[src/rtl/pic_pkg.sv]
// Shared types and constants for the 8259A-style PIC read/write control path.
package pic_pkg;

  typedef enum logic [2:0] {
    UNINIT,
    WAIT_ICW2,
    WAIT_ICW3,
    WAIT_ICW4,
    READY
  } pic_state_e;

  localparam logic [1:0] RSEL_IRR = 2'b00;
  localparam logic [1:0] RSEL_ISR = 2'b01;
  localparam logic [1:0] RSEL_IMR = 2'b10;

  localparam int ICW1_IC4  = 0;
  localparam int ICW1_SNGL = 1;
  localparam int ICW1_LTIM = 3;
  localparam int CMD_D4    = 4;
  localparam int OCW_D3    = 3;
  localparam int OCW3_P    = 2;
  localparam int OCW3_RR   = 1;
  localparam int OCW3_RIS  = 0;

  typedef struct packed {
    logic icw1;
    logic icw2;
    logic icw3;
    logic icw4;
    logic ocw1;
    logic ocw2;
    logic ocw3;
    logic poll;
  } wr_strb_t;

  function automatic logic is_icw1(input logic a0, input logic [7:0] d);
    return !a0 && d[CMD_D4];
  endfunction

endpackage

[src/rtl/rw_write_capture.sv]
// Write-strobe edge detect and data/a0 latch; optional 2-flop strobe sync
// when RW_SYNC_INPUTS_EN is defined.
module rw_write_capture (
  input  logic       clk,
  input  logic       rst_n,
  input  logic       cs_n,
  input  logic       wr_n,
  input  logic       a0,
  input  logic [7:0] din,
  output logic       commit,
  output logic [7:0] data_q,
  output logic       a0_q
);

  logic wr_s;
  logic wr_act_q;
  logic blk_q;

`ifdef RW_SYNC_INPUTS_EN
  logic [1:0] cs_sync;
  logic [1:0] wr_sync;

  always_ff @(posedge clk or negedge rst_n) begin
    if (!rst_n) begin
      cs_sync <= 2'b11;
      wr_sync <= 2'b11;
    end else begin
      cs_sync <= {cs_sync[0], cs_n};
      wr_sync <= {wr_sync[0], wr_n};
    end
  end

  assign wr_s = !cs_sync[1] && !wr_sync[1];
`else
  assign wr_s = !cs_n && !wr_n;
`endif

  // blk_q masks a write already in progress when reset releases, so it never commits.
  always_ff @(posedge clk or negedge rst_n) begin
    if (!rst_n) begin
      wr_act_q <= 1'b0;
      blk_q    <= 1'b1;
      data_q   <= 8'h00;
      a0_q     <= 1'b0;
    end else begin
      blk_q    <= blk_q && wr_s;
      wr_act_q <= wr_s && !blk_q;
      if (wr_s) begin
        data_q <= din;
        a0_q   <= a0;
      end
    end
  end

  assign commit = wr_act_q && !wr_s;

endmodule

[src/rtl/rw_control_logic.sv]
// PIC read/write control: strobe decode, ICW1..ICW4 init FSM, OCW decode.
// Optional input synchronizers under RW_SYNC_INPUTS_EN.
module rw_control_logic
  import pic_pkg::*;
#(
  parameter logic [1:0] RESET_READ_SEL = 2'b00
) (
  input  logic       clk,
  input  logic       rst_n,
  input  logic       cs_n,
  input  logic       rd_n,
  input  logic       wr_n,
  input  logic       a0,
  input  logic [7:0] Ds_to_W_R,
  output logic       RD_flag,
  output logic       WR_flag,
  output logic [7:0] cmd_data,
  output logic       icw1_wr,
  output logic       icw2_wr,
  output logic       icw3_wr,
  output logic       icw4_wr,
  output logic       ocw1_wr,
  output logic       ocw2_wr,
  output logic       ocw3_wr,
  output logic       init_done,
  output logic       sngl,
  output logic       ic4,
  output logic       ltim,
  output logic [1:0] rd_reg_sel,
  output logic       poll_cmd
);

  logic       commit;
  logic [7:0] data_q;
  logic       a0_q;

  pic_state_e state_q, state_d;
  wr_strb_t   strb_q, strb_d;
  logic       sngl_q, sngl_d;
  logic       ic4_q, ic4_d;
  logic       ltim_q, ltim_d;
  logic [1:0] rsel_q, rsel_d;
  logic [7:0] cmd_q;

  assign WR_flag = !cs_n && !wr_n;
  assign RD_flag = !cs_n && !rd_n && !WR_flag;

  rw_write_capture u_cap (
    .clk    (clk),
    .rst_n  (rst_n),
    .cs_n   (cs_n),
    .wr_n   (wr_n),
    .a0     (a0),
    .din    (Ds_to_W_R),
    .commit (commit),
    .data_q (data_q),
    .a0_q   (a0_q)
  );

  always_ff @(posedge clk or negedge rst_n) begin
    if (!rst_n) begin
      state_q <= UNINIT;
      strb_q  <= '0;
      sngl_q  <= 1'b0;
      ic4_q   <= 1'b0;
      ltim_q  <= 1'b0;
      rsel_q  <= RESET_READ_SEL;
      cmd_q   <= 8'h00;
    end else begin
      state_q <= state_d;
      strb_q  <= strb_d;
      sngl_q  <= sngl_d;
      ic4_q   <= ic4_d;
      ltim_q  <= ltim_d;
      rsel_q  <= rsel_d;
      if (commit) cmd_q <= data_q;
    end
  end

  always_comb begin
    state_d = state_q;
    strb_d  = '0;
    sngl_d  = sngl_q;
    ic4_d   = ic4_q;
    ltim_d  = ltim_q;
    rsel_d  = rsel_q;
    if (commit) begin
      if (is_icw1(a0_q, data_q)) begin
        strb_d.icw1 = 1'b1;
        sngl_d      = data_q[ICW1_SNGL];
        ic4_d       = data_q[ICW1_IC4];
        ltim_d      = data_q[ICW1_LTIM];
        rsel_d      = RESET_READ_SEL;
        state_d     = WAIT_ICW2;
      end else if (a0_q) begin
        case (state_q)
          WAIT_ICW2: begin
            strb_d.icw2 = 1'b1;
            state_d = !sngl_q ? WAIT_ICW3 : (ic4_q ? WAIT_ICW4 : READY);
          end
          WAIT_ICW3: begin
            strb_d.icw3 = 1'b1;
            state_d = ic4_q ? WAIT_ICW4 : READY;
          end
          WAIT_ICW4: begin
            strb_d.icw4 = 1'b1;
            state_d = READY;
          end
          READY:   strb_d.ocw1 = 1'b1;
          default: ;
        endcase
      end else if (state_q == READY) begin
        // a0=0, D4=0 before init completes falls through: no strobe, no state change.
        if (data_q[OCW_D3]) begin
          strb_d.ocw3 = 1'b1;
          strb_d.poll = data_q[OCW3_P];
          if (data_q[OCW3_RR]) rsel_d = {1'b0, data_q[OCW3_RIS]};
        end else begin
          strb_d.ocw2 = 1'b1;
        end
      end
    end
  end

  assign cmd_data   = cmd_q;
  assign icw1_wr    = strb_q.icw1;
  assign icw2_wr    = strb_q.icw2;
  assign icw3_wr    = strb_q.icw3;
  assign icw4_wr    = strb_q.icw4;
  assign ocw1_wr    = strb_q.ocw1;
  assign ocw2_wr    = strb_q.ocw2;
  assign ocw3_wr    = strb_q.ocw3;
  assign poll_cmd   = strb_q.poll;
  assign init_done  = (state_q == READY);
  assign sngl       = sngl_q;
  assign ic4        = ic4_q;
  assign ltim       = ltim_q;
  assign rd_reg_sel = rsel_q;

endmodule
[config.mk]
export PLATFORM = sky130hd
export DESIGN_NAME = rw_control_logic
export DESIGN_NICKNAME = d
export VERILOG_FILES = /design/src/rtl/pic_pkg.sv /design/src/rtl/rw_write_capture.sv /design/src/rtl/rw_control_logic.sv
export SDC_FILE = /design/constraint.sdc
export NUM_CORES = 1
export LEC_CHECK = 0
export CORE_ASPECT_RATIO = 1.25
export CORE_MARGIN = 3
export CORE_UTILIZATION = 35
export DETAILED_ROUTE_END_ITERATION = 6
export HOLD_SLACK_MARGIN = 0.15
export PLACE_DENSITY_LB_ADDON = 0.15
export SLEW_MARGIN = 40
export SYNTH_ARGS = -nofsm -noshare
export SYNTH_HDL_FRONTEND = slang
export SYNTH_SLANG_ARGS = --single-unit
[constraint.sdc]
create_clock -name clk -period 2.5 [get_ports clk]
set_input_delay 0.375 -clock clk [delete_from_list [all_inputs] [get_ports clk]]
set_output_delay 0.375 -clock clk [all_outputs]
set_load 0.1 [all_outputs]
==> results.cfg, run 1 <==
[routing]
drt_wl_total_um = 3010
routedWlPerCell_um = 13.8
ant_nets = 0
drc_errors = 0
routed_via_density = 4.81
drt_iter0_drc = 37
drt-pass1-iter-count = 4
vias = 1048

[die]
die_y_um = 76.5
die_x_um = 62.4
dieArea_um2 = 4780
std_cell_rows = 25
start_util = 0.365
ios = 38
coreArea_um2 = 3820

[critical_path]
setup.worst_path.end_class = primary output
cp-startpoint = state_q[1]
crit_required_ns = 2.12
reg2reg_depth = 3
arrival_ns = 1.53
r2r_start = u_cap.a0_q
r2r_slack_ns = 0.92
critPathLaunchType = register
worstSetupPathType = register to primary output
worst-path-max-fanout = 7
reg2reg_to = sngl

[layout]
postLayoutCellArea_um2 = 1880
drive_above_1_share = 0.305
syn_to_final_growth_pct = 35.2
antenna_cells = 0
final_cells = 218
finalNetCount = 177

[min_path]
hold_class = register to register
worst_hold_startpoint = u_cap.data_q[7]
whs_endpoint = cmd_data[7]
hold_depth = 2

[global_routing]
grt_max_degree = 35
grt_pass1_wl_um = 5340
track_usage = 0.140
antenna_found_initial = 0
grt-ovfl-total = 0
grt_pass1_vias = 1141

[clock_tree]
clockRootBuffer = clkbuf_8
cts_sinks = 34
cts_tree = done
cts_hold_buf = 0
clk_latency_ns = 0.28
post_cts_buffers = 0
cts.clk_slew.worst_paths_ns = 0.07
htreeDepth = 2
numCtsBuffers = 5
clockBufferDepth = 2
cts.repair.resized = 0

[synthesis]
synth.ff_latch_count = 34
yosys_warnings = 0
synth_ff_type = dfrtp_1
ys_types = 32
synth_edf_count = 0
synth.top_cell.area_share = 0.593
yosysTopAreaCell = dfrtp_1
syn_avg_cell_area_um2 = 11.4
async_flop_share = 1.00
ys_seq_area_frac = 0.612
syn_area_um2 = 1390
synthTopCellsByArea = dfrtp_1, mux2_2, nand2_1, dfstp_2, and2_1
synthCells = 122
syn-num-nets = 136

[sta]
setup_ws_ns = 0.594
timing.setup.tns_ns = 0
fmax_mhz = 525
finalSetupViolations = 0
final.setup_skew_ns = 0.00514
fin_crit_ns = 1.91
final_hold_viol_count = 0
finalMaxSlewViolations = 0
fin_crit_sh = 0.762
hold_slack_ns = 0.473
grt_setup_unrepaired = no

[status]
status = completed

[place]
hpwlAfterDp_um = 2100
numPortBuffers = 36
placed_cells = 210
finalWeightedCongestion = 0.717
dpl-instance-area_um2 = 1790
pre_cts_ws_ns = 0.552

[flow_run]
drv_cap = 0

[power_and_ir_drop]
powerDensity_nw_per_um2 = 1010
ir_drop_mv = 0.538
power_leakage_nw = 0.893
-- layer usage --
layer  up-vias  global-route usage  routed length (um)
met5         -                   0                   0
met1       515               0.159                1260
met2        28               0.241                1550
met4         0              0.0530                  44
met3         5              0.0457                 150
li1        500                   -                   -
-- Yosys cell counts, types with 2 or more instances --
library cell  count
mux2_2           12
o311ai_0          2
and3_1            3
o21ai_0           3
nand2_1          28
o211ai_1          2
inv_1             2
clkbuf_1          3
and2_1            4
nand2b_1          4
nor4_1            2
nor2_1            3
dfrtp_1          33
nor2b_1           3
-- stage by stage --
step	utilization	power, mW
detailed placement	0.470	1.51
global route	0.493	1.99
global placement	0.470	1.50
floorplan	-	1.31
finish	0.493	1.90
CTS	0.493	1.92
-- how the worst max path moves through the flow --
stage / endpoint / slack [ns] / cells after the start
2_1_floorplan: RD_flag / 0.54 / 1
3_3_place_gp: poll_cmd / 0.61 / 5
3_5_place_dp: sngl / 0.55 / 4
4_1_cts: init_done / 0.60 / 3
5_1_grt: init_done / 0.56 / 3
6_report: init_done / 0.59 / 3
-- layout make-up --
cell class | instances | area, um^2
sequential | 34 | 852
clock inverter | 1 | 5.00
inverter | 2 | 7.51
timing repair buffer | 39 | 350
fill | 373 | 1930
tap | 54 | 67.6
multi-input combinational | 81 | 514
clock buffer | 7 | 86.3
-- layout by cell type (no fill, tap or decap), types with 3 or more instances in the layout --
cell,count
nor2_1,3
clkdlybuf4s50_1,13
buf_4,24
nor2b_1,3
nand2_1,28
and3_1,3
mux2_2,12
and2_1,4
clkbuf_8,6
nand2b_1,4
dfrtp_1,33
o21ai_0,3
-- critical path: stages, from the launching register on --
cell	delay [ns]
dfrtp_1	0.45
or3b_4	0.45
inv_1	0.06
buf_4	0.28
-- logic make-up after synthesis --
family / synth area share
multiplexers: 0.0970
flip-flops: 0.612
other: 0.00269
AND/OR/NAND/NOR: 0.186
buffers and inverters: 0.0225
AO/OA/AOI/OAI: 0.0800
-- where the power goes --
group	total [mW]	leakage [nW]	switching [mW]	internal (mW)
Clock	0.410	0.0482	0.188	0.222
Sequential	0.719	0.422	0.0844	0.634
Combinational	0.776	0.423	0.584	0.192
Total	1.90	0.893	0.857	1.05
Note: power is estimated with default switching activity, not from simulation.
==> run 2: changes to the inputs <==
==> constraint.sdc (replaced) <==
create_clock -name clk -period 1.64 [get_ports clk]
set_input_delay 0.246 -clock clk [delete_from_list [all_inputs] [get_ports clk]]
set_output_delay 0.246 -clock clk [all_outputs]
set_load 0.1 [all_outputs]
==> results.cfg, run 2 (same netlist as run 1, synthesis figures left out) <==
[routing]
ant_nets = 0
drt-pass1-iter-count = 4
drt_iter0_drc = 25
routed_via_density = 4.72
drt_wl_total_um = 3240
routedWlPerCell_um = 14.2
vias = 1077
drc_errors = 0

[critical_path]
setup.worst_path.end_class = primary output
crit_required_ns = 1.39
slowest_delay_ns = 0.44
reg2reg_to = poll_cmd
r2r_start = state_q[1]
path_cells = or3b_4 -> clkinvlp_4 -> buf_12
critPathBufInv = 2
worstSetupPathType = register to primary output
critPathLaunchType = register
r2r_slack_ns = 0.21
arrival_ns = 1.36
cp_slowest_cell = or3b_4
worst-path-max-fanout = 5
crit_family = simple AND/OR/NAND/NOR gates
reg2reg_depth = 3

[clock_tree]
cts_hold_buf = 0
clockBufferDepth = 2
cts.clk_slew.worst_paths_ns = 0.07
cts_sinks = 34
numCtsBuffers = 5
clk_latency_ns = 0.28
htreeDepth = 2
clockRootBuffer = clkbuf_8
cts_tree = done

[global_routing]
grt-ovfl-total = 0
track_usage = 0.149
grt_max_degree = 35
grt_pass1_wl_um = 5530
antenna_found_initial = 0
grt_pass1_vias = 1153

[place]
placed_cells = 217
hpwlAfterDp_um = 2380
finalWeightedCongestion = 0.769
numPortBuffers = 36

[die]
dieArea_um2 = 4780
ios = 38
die_x_um = 62.4
start_util = 0.365
die_y_um = 76.5
std_cell_rows = 25
coreArea_um2 = 3820

[sta]
final.setup_skew_ns = 0.00635
grt_setup_unrepaired = no
finalMaxSlewViolations = 0
fmax_mhz = 623
final_hold_viol_count = 0
fin_crit_sh = 0.979
finalSetupViolations = 0
fin_crit_ns = 1.61

[layout]
mostFrequentLayoutCells = dfrtp_1, nand2_1, buf_12
antenna_cells = 0
postLayoutCoreUtil = 0.589
finalNetCount = 187
final_common_cell = dfrtp_1
syn_to_final_growth_pct = 61.4
drive_above_1_share = 0.351
final_cells = 228

[power_and_ir_drop]
power_leakage_nw = 1.03
ir_drop_mv = 1.00
powerDensity_nw_per_um2 = 1440

[min_path]
hold_class = input pin to asynchronous set/reset pin

[status]
status = completed

[flow_run]
drv_cap = 0
-- run 2: worst reg2reg max path, stage by stage, from the launching register on --
cell and delay, ns:
dfrtp_1 0.38, or3b_4 0.44, nor4_1 0.36, and3_1 0.21
-- run 2: report_power, final --
group	switching [mW]	internal [mW]
registers	0.144	0.967
clock network	0.288	0.338
logic	0.937	0.559
-- run 2: final cells by class --
type                    instances  area, um^2
clock buffers                   7        86.3
clock inverters                 1        5.00
fillers                       332        1570
inverters                       2        11.3
multi-input cells              81         520
flip-flops and latches         34         852
well taps                      54        67.6
repair buffers                 49         704
-- run 2: metrics by stage --
step           worst slack (ns)  area, um^2  setup TNS (ns)  total power [mW]  hold WS (ns)
2_1_floorplan            0.0556        1410               0              2.00       -0.0496
3_3_place_gp            -0.0539        2130          -0.124              2.60         0.447
3_5_place_dp            -0.0120        2130         -0.0346              2.62         0.462
4_1_cts                  0.0220        2230               0              3.26         0.343
5_1_grt                 0.00151        2250               0              3.37         0.354
6_report                 0.0348        2250               0              3.23         0.331
-- run 2: what timing repair did --
| action | CTS | global route |
|---|---|---|
| endpoints found under the setup margin | 1 | 1 |
| pin swaps | 0 | 0 |
| endpoints found under the hold margin | 0 | 0 |
| buffers inserted | 1 | 2 |
| gates resized for setup | 0 | 1 |
-- run 2: routing by layer --
metal,vias to the layer above,wire [um],share of wire,track usage
met3,9,195,0.060,0.0546
met4,0,70,0.022,0.0574
met5,-,0,0,0
met1,521,1210,0.37,0.159
li1,517,-,-,-
met2,30,1760,0.54,0.264
-- run 2: worst max path at each step --
stage / slack (ns) / to / cells past startpoint / from
after floorplan: 0.06 / state_q[2] / 3 / sngl
after global placement: -0.05 / poll_cmd / 5 / wr_n
after detailed placement: -0.01 / poll_cmd / 5 / wr_n
after CTS: 0.02 / init_done / 3 / state_q[1]
after global routing: 0.002 / init_done / 3 / state_q[1]
final: 0.03 / init_done / 3 / state_q[1]
==> run 3: changes to the inputs <==
--- a/config.mk
+++ b/config.mk
@@ -10,7 +10,6 @@
 export CORE_UTILIZATION = 35
 export DETAILED_ROUTE_END_ITERATION = 6
 export HOLD_SLACK_MARGIN = 0.15
-export PLACE_DENSITY_LB_ADDON = 0.15
 export SLEW_MARGIN = 40
 export SYNTH_ARGS = -nofsm -noshare
 export SYNTH_HDL_FRONTEND = slang
==> results.cfg, run 3 (same netlist as run 1, synthesis figures left out) <==
[global_routing]
grt_max_degree = 35
grt_pass1_vias = 1153
grt_pass1_wl_um = 5310
antenna_found_initial = 0
grt-ovfl-total = 0
track_usage = 0.140

[sta]
timing.setup.tns_ns = 0
finalMaxSlewViolations = 0
fin_crit_sh = 0.989
final.setup_skew_ns = 0.00942
grt_setup_unrepaired = yes
final_hold_viol_count = 0
fin_crit_ns = 1.62
setup_ws_ns = 0.0188
finalSetupViolations = 0
fmax_mhz = 617

[status]
status = completed

[clock_tree]
htreeDepth = 2
cts.repair.resized = 0
cts.clk_slew.worst_paths_ns = 0.07
cts_tree = done
cts_sinks = 34
clockRootBuffer = clkbuf_8
numCtsBuffers = 5
clk_latency_ns = 0.29
clockBufferDepth = 2

[critical_path]
reg2reg_depth = 3
setup.worst_path.end_class = primary output
reg2reg_to = rd_reg_sel[0]
r2r_start = state_q[1]
r2r_slack_ns = 0.21
critPathLaunchType = register
crit_end = init_done
crit_required_ns = 1.39
worstSetupPathType = register to primary output
arrival_ns = 1.38
cp-startpoint = state_q[1]
worst-path-max-fanout = 5

[layout]
syn_to_final_growth_pct = 60.8
antenna_cells = 0
drive_above_1_share = 0.351
postLayoutCoreUtil = 0.587
final_common_cell = dfrtp_1
final_cells = 228
mostFrequentLayoutCells = dfrtp_1, nand2_1, buf_12
finalNetCount = 187

[routing]
routedWlPerCell_um = 13.0
drt_wl_total_um = 2970
drc_errors = 0
drt-pass1-iter-count = 4
dr.max_layer_used = met4
wl_met2_um = 1550
drt-met1-wl_um = 1170
vias = 1079
ant_nets = 0
drt_iter0_drc = 38
wl_met3_um = 195
routed_via_density = 4.73

[min_path]
hold_class = input pin to asynchronous set/reset pin

[place]
placed_cells = 220
hpwlAfterDp_um = 2250
numPortBuffers = 36
pre_cts_ws_ns = -0.0821
finalWeightedCongestion = 0.764

[power_and_ir_drop]
power_leakage_nw = 1.01
powerDensity_nw_per_um2 = 1430
ir_drop_mv = 0.827

[die]
die_x_um = 62.4
die_y_um = 76.5
ios = 38
dieArea_um2 = 4780
start_util = 0.365
std_cell_rows = 25
coreArea_um2 = 3820

[flow_run]
drv_cap = 0
run 3: changes by cell type in the layout (fill, tap and decap cells not counted):
cell,delta
buf_6,-1
clkinv_2,-1
clkinvlp_4,+2
buf_4,+1
clkbuf_8,-1
run 3: final cells by class:
class | count | area [um^2]
fillers | 331 | 1580
flip-flops and latches | 34 | 852
repair buffers | 49 | 701
multi-input cells | 81 | 520
clock buffers | 6 | 72.6
well taps | 54 | 67.6
clock inverters | 2 | 15.0
inverters | 2 | 11.3
run 3: worst min-delay path by stage:
| stage | endpoint | startpoint | slack [ns] | cells after the start |
|---|---|---|---|---|
| CTS | ocw2_wr | rst_n | 0.32 | 2 |
| global route | u_cap.wr_act_q | rst_n | 0.32 | 2 |
| finish | ocw2_wr | rst_n | 0.32 | 2 |
| global placement | cmd_data[7] | u_cap.data_q[7] | 0.45 | 2 |
| detailed placement | cmd_data[6] | u_cap.data_q[6] | 0.46 | 2 |
| floorplan | cmd_data[0] | rst_n | -0.05 | 0 |
run 3: where the power goes:
group	switching, mW	leakage [nW]	internal, mW	total [mW]
Combinational	0.928	0.555	0.557	1.49
Sequential	0.145	0.422	0.967	1.11
Clock	0.299	0.0374	0.299	0.598
run 3: critical path: stages, from the launching register on:
cell and delay (ns):
dfrtp_1 0.38, or3b_4 0.44, clkinvlp_4 0.10, buf_12 0.17
run 3: repair_timing:
| item | in CTS | in global routing |
|---|---|---|
| setup buffers | 0 | 0 |
| setup endpoints to repair | 0 | 1 |
| hold buffers | 0 | 0 |
run 3: stage by stage:
| step | cell area [um^2] | hold WS [ns] | power, mW |
|---|---|---|---|
| floorplan | 1410 | -0.0496 | 2.00 |
| global placement | 2150 | 0.447 | 2.60 |
| detailed placement | 2150 | 0.461 | 2.62 |
| CTS | 2240 | 0.320 | 3.23 |
| global route | 2240 | 0.323 | 3.34 |
| finish | 2240 | 0.322 | 3.20 |
run 3: layer usage:
layer / global-route usage / vias up
met1: 0.159 / 524
met5: 0 / -
li1: - / 515
met4: 0.0574 / 0
met2: 0.234 / 34
met3: 0.0531 / 6
